==> src/rtl/store_data_packer.sv <==
// store_data_packer: narrows a register value into a lane-aligned memory write with byte enables and req/ack handshake.
// Optional macro STORE_SPLIT_MISALIGNED_EN splits word-crossing stores into two beats.
module store_data_packer #(
    parameter int ADDR_W  = 32,
    parameter int TIMEOUT = 16
) (
    input  logic              clk,
    input  logic              rst,
    input  logic              start,
    input  logic [ADDR_W-1:0] addr,
    input  logic [31:0]       wdata,
    input  logic [1:0]        size,
    output logic              mem_req,
    output logic [ADDR_W-1:0] mem_addr,
    output logic [31:0]       mem_wdata,
    output logic [3:0]        mem_be,
    input  logic              mem_ack,
    output logic              busy,
    output logic              done,
    output logic              err
);
    typedef enum logic [1:0] {IDLE, BEAT1, BEAT2, FIN} state_t;
    localparam int CW = TIMEOUT > 1 ? $clog2(TIMEOUT + 1) : 1;
    state_t state, next;
    logic [CW-1:0] cnt;
    logic [1:0] off;
    logic [3:0] mask, lo_be, hi_be, hi_be_q;
    logic [31:0] wm, lo_data, hi_data, hi_data_q;
    logic legal, split, split_q, accept, tmo, issue;
    assign off  = addr[1:0];
    assign mask = size == 2'b00 ? 4'b0001 : size == 2'b01 ? 4'b0011 : 4'b1111;
    assign wm   = wdata & {{8{mask[3]}}, {8{mask[2]}}, {8{mask[1]}}, {8{mask[0]}}};
`ifdef STORE_SPLIT_MISALIGNED_EN
    logic [63:0] sh;
    logic [7:0] bsh;
    assign sh      = {32'b0, wm} << {off, 3'b000};
    assign bsh     = {4'b0, mask} << off;
    assign lo_data = sh[31:0];
    assign hi_data = sh[63:32];
    assign lo_be   = bsh[3:0];
    assign hi_be   = bsh[7:4];
    assign split   = |bsh[7:4];
    assign legal   = size != 2'b11;
`else
    assign lo_data = wm << {off, 3'b000};
    assign lo_be   = mask << off;
    assign hi_data = '0;
    assign hi_be   = '0;
    assign split   = 1'b0;
    assign legal   = size == 2'b00 || (size == 2'b01 && !addr[0]) || (size == 2'b10 && off == 2'b00);
`endif
    assign mem_req = state == BEAT1 || state == BEAT2;
    assign busy    = mem_req;
    assign done    = state == FIN;
    assign accept  = start && (state == IDLE || state == FIN);
    assign tmo     = TIMEOUT != 0 && mem_req && !mem_ack && int'(cnt) == TIMEOUT - 1;
    assign issue   = (accept && legal) || (state == BEAT1 && mem_ack && split_q);
    always_comb begin
        next = state;
        case (state)
            IDLE, FIN: next = accept && legal ? BEAT1 : IDLE;
            BEAT1:     next = mem_ack ? (split_q ? BEAT2 : FIN) : tmo ? IDLE : BEAT1;
            BEAT2:     next = mem_ack ? FIN : tmo ? IDLE : BEAT2;
            default:   next = IDLE;
        endcase
    end
    always_ff @(posedge clk) begin
        if (rst) begin
            state     <= IDLE;
            err       <= 1'b0;
            cnt       <= '0;
            mem_addr  <= '0;
            mem_wdata <= '0;
            mem_be    <= '0;
            hi_data_q <= '0;
            hi_be_q   <= '0;
            split_q   <= 1'b0;
        end else begin
            state <= next;
            err   <= (accept && !legal) || tmo;
            cnt   <= issue ? '0 : (mem_req && !mem_ack) ? cnt + CW'(1) : cnt;
            if (accept && legal) begin
                mem_addr  <= {addr[ADDR_W-1:2], 2'b00};
                mem_wdata <= lo_data;
                mem_be    <= lo_be;
                hi_data_q <= hi_data;
                hi_be_q   <= hi_be;
                split_q   <= split;
            end else if (state == BEAT1 && mem_ack && split_q) begin
                // second beat: next word up, spill-over lanes
                mem_addr  <= mem_addr + ADDR_W'(4);
                mem_wdata <= hi_data_q;
                mem_be    <= hi_be_q;
            end
        end
    end
endmodule

==> config.mk <==
export PLATFORM = sky130hd
export DESIGN_NAME = store_data_packer
export DESIGN_NICKNAME = d
export VERILOG_FILES = /design/src/rtl/store_data_packer.sv
export SDC_FILE = /design/constraint.sdc
export NUM_CORES = 1
export LEC_CHECK = 0
export BUFFER_PORTS_ARGS = -buffer_cell sky130_fd_sc_hd__buf_2
export CORE_UTILIZATION = 44
export CTS_BUF_LIST = sky130_fd_sc_hd__clkbuf_4 sky130_fd_sc_hd__clkbuf_8
export DETAILED_ROUTE_END_ITERATION = 10
export GPL_ROUTABILITY_DRIVEN = 0
export PLACE_DENSITY = 0.77
export SYNTH_ARGS = -nofsm -noshare
export SYNTH_HDL_FRONTEND = slang
export SYNTH_SLANG_ARGS = --single-unit
==> constraint.sdc <==
create_clock -name clk -period 1.9 [get_ports clk]
set_input_delay 0.38 -clock clk [delete_from_list [all_inputs] [get_ports clk]]
set_output_delay 0.38 -clock clk [all_outputs]
set_load 0.02 [all_outputs]
==> flow_summary.yaml <==
route:
  wirelength_um: 9050
  dr.first_iter.drc_count: 187
  ant_nets: 0
  vias_per_cell: 5.17
  routedWlPerCell_um: 13.9
  firstDrtPassIters: 4
  drcViolationCount: 0
  vias: 3373
outcome:
  run_status: "complete, no violations"
layout:
  drive_gt1_share_pct: 33.0
  final_cells: 653
  syn_to_final_growth_pct: 30.7
  nNetsFinal: 625
  fillers: 726
  design_area_um2: 4340
  post-route-util_pct: 59.8
  diodes: 0
setup_path:
  rr_endpoint: "mem_addr[29]"
  cp-startpoint: "state[0]"
  worstReg2RegStart: "state[0]"
  timing.critical_path.to: "mem_addr[29]"
  setup.worst_path.end_class: "register"
  critPathMaxFanout: 34
  r2r.worst_path.cells: 8
  worstSetupPathType: "register to register"
  worst-endpoint-required_ns: 2.11
  start_kind: "register"
  arrival_ns: 1.99
  ff2ff_setup_slack_ns: 0.12
timing:
  setup_slack_ns: 0.118
  max_freq_mhz: 561
  fin_crit_ns: 1.78
  hold_violations: 0
  grt_setup_unrepaired: "false"
  worst_pin_slew_ns: 0.676
  tns_ns: 0
  setup_viol_count_final: 0
  fin_crit_sh_pct: 93.8
  max-slew-margin-rel_pct: 54.8
  finalMaxSlewViolations: 0
  skew_ns: 0.00586
  hold_ws_ns: 0.273
power:
  leakagePower_nw: 1.92
  ir_drop_v: 0.000366
  powerDensity_nw_per_um2: 771
  p_total_mw: 3.34
synthesis:
  syn_avg_cell_area_um2: 7.86
  yosysSeqAreaShare_pct: 44.6
  syn_area_um2: 3320
  ys.warnings.count: 0
  synth_cell_types: 35
  synth_cells: 422
  synth_top_flop_cell: "dfxtp_1"
  async_reset_ff_share_pct: 0
  synth_edf_count: 0
  ys_ff_latch: 74
placement:
  dpl_worst_slack_ns: -0.0295
  post-dp-hpwl_um: 6300
  placed_area_um2: 4120
  numPortBuffers: 139
  placed_cells: 637
floorplanning:
  die-width_um: 88.8
  rows: 31
  ios: 142
  die_area_um2: 7890
  die_y_um: 88.8
  core_area_um2: 7250
  start_util_pct: 45.7
global_route:
  grt_pass1_vias: 2974
  grt_pass1_wl_um: 13900
  grt_usage_pct: 22.7
  antenna_found_initial: 0
  gr-total-overflow: 0
  grt_max_degree: 75
worst_hold_path:
  hold_class: "primary input to register"
run:
  maxCapViolCount: 0
clocking:
  postCtsHoldBufs: 0
  htreeDepth: 3
  cts_tree: "yes"
  clock_latency_ns: 0.33
  clock-sinks: 74
  clk_pin_slew_worst_paths_ns: 0.08
  cts_root_buf: "clkbuf_8"
  cts_inserted_buffers: 9
  clockBufferDepth: 2
-- layout by cell type (no fill, tap or decap), types with 3 or more instances in the layout --
cell type / netlist / final
a21oi_1: 59 / 59
dfxtp_1: 74 / 73
nand2_1: 90 / 89
buf_12: 0 / 5
a211oi_2: 1 / 5
nor3_1: 22 / 22
buf_2: 14 / 139
nand3_1: 8 / 8
o211ai_1: 8 / 8
mux2i_1: 9 / 9
clkinv_2: 0 / 3
inv_1: 6 / 6
o21ai_0: 19 / 19
buf_4: 3 / 12
a211oi_1: 16 / 12
nor2_1: 31 / 31
nand3b_1: 16 / 16
clkbuf_8: 0 / 10
ha_1: 5 / 4
-- synth_stat cells, types with 2 or more instances --
cell | instances | area (um2)
dfxtp_1 | 74 | 1480
nand3b_1 | 16 | 120
o21ai_0 | 19 | 95.1
nand3_1 | 8 | 40.0
o211ai_1 | 8 | 60.1
ha_1 | 5 | 62.6
buf_2 | 14 | 70.1
mux2i_1 | 9 | 90.1
nor3_1 | 22 | 110
buf_6 | 3 | 33.8
xor2_1 | 2 | 17.5
nand2b_1 | 2 | 12.5
nand2_1 | 90 | 338
a211oi_1 | 16 | 120
inv_1 | 6 | 22.5
a21oi_1 | 59 | 295
buf_4 | 3 | 22.5
clkbuf_1 | 19 | 71.3
nor2_1 | 31 | 116
-- layer usage --
metal / track usage (%) / share of wire [%] / up-vias
li1: - / - / 1689
met1: 29.3 / 43 / 1558
met2: 38.0 / 51 / 114
met3: 4.57 / 5.7 / 12
met4: 7.33 / 1.0 / 0
met5: 0 / 0 / -
-- flip-flops by register name, indices dropped and copies added, names as in the netlist --
register	flops
mem_be	4
mem_addr	30
cnt	5
mem_wdata	32
err	1
state	2
-- cell families after synthesis --
kind of cell             share of synthesized area, %
other                                           0.113
buffers and inverters                            6.75
adder cells (fa/ha/maj)                          1.89
AND/OR/NAND/NOR                                  24.1
multiplexers                                     2.72
AO/OA/AOI/OAI                                    19.0
flip-flops                                       44.6
XOR/XNOR                                        0.792
-- worst min-delay path by stage --
| stage | startpoint | cells after the start | slack [ns] | endpoint |
|---|---|---|---|---|
| 4_1_cts | addr[21] | 3 | 0.26 | mem_addr[21] |
| 3_3_place_gp | mem_addr[20] | 2 | 0.44 | mem_addr[20] |
| 6_report | addr[21] | 3 | 0.27 | mem_addr[21] |
| 5_1_grt | addr[27] | 3 | 0.26 | mem_addr[27] |
| 2_1_floorplan | cnt[4] | 2 | 0.48 | cnt[4] |
| 3_5_place_dp | mem_addr[22] | 2 | 0.44 | mem_addr[22] |
-- area by class of cell --
cell class                 count  area, um2  area share [%]
tap                           99        124            2.86
inverter                       6       22.5           0.519
multi-input combinational    303       1650            38.1
clock inverter                 5       31.3           0.722
timing repair buffer         156        886            20.4
clock buffer                  10        138            3.17
sequential                    74       1480            34.2
-- critical path, stage by stage, from the launching register on --
cell	delay, ns
dfxtp_2	0.35
inv_1	0.07
ha_4	0.27
nand2_2	0.08
or3_4	0.41
buf_12	0.17
buf_12	0.16
nand2_1	0.08
a21oi_1	0.07
-- what timing repair did --
item	CTS	global route
buffers inserted	1	0
resized for setup	3	4
endpoints found under the setup margin	2	49
pin swaps	1	1
-- where the power goes --
| part | internal [mW] | leakage (nW) | switching, mW |
|---|---|---|---|
| Combinational | 0.238 | 1.23 | 0.379 |
| Sequential | 1.62 | 0.603 | 0.0360 |
| Clock | 0.498 | 0.0879 | 0.569 |
No activity file was read; power rests on OpenSTA's default activity.
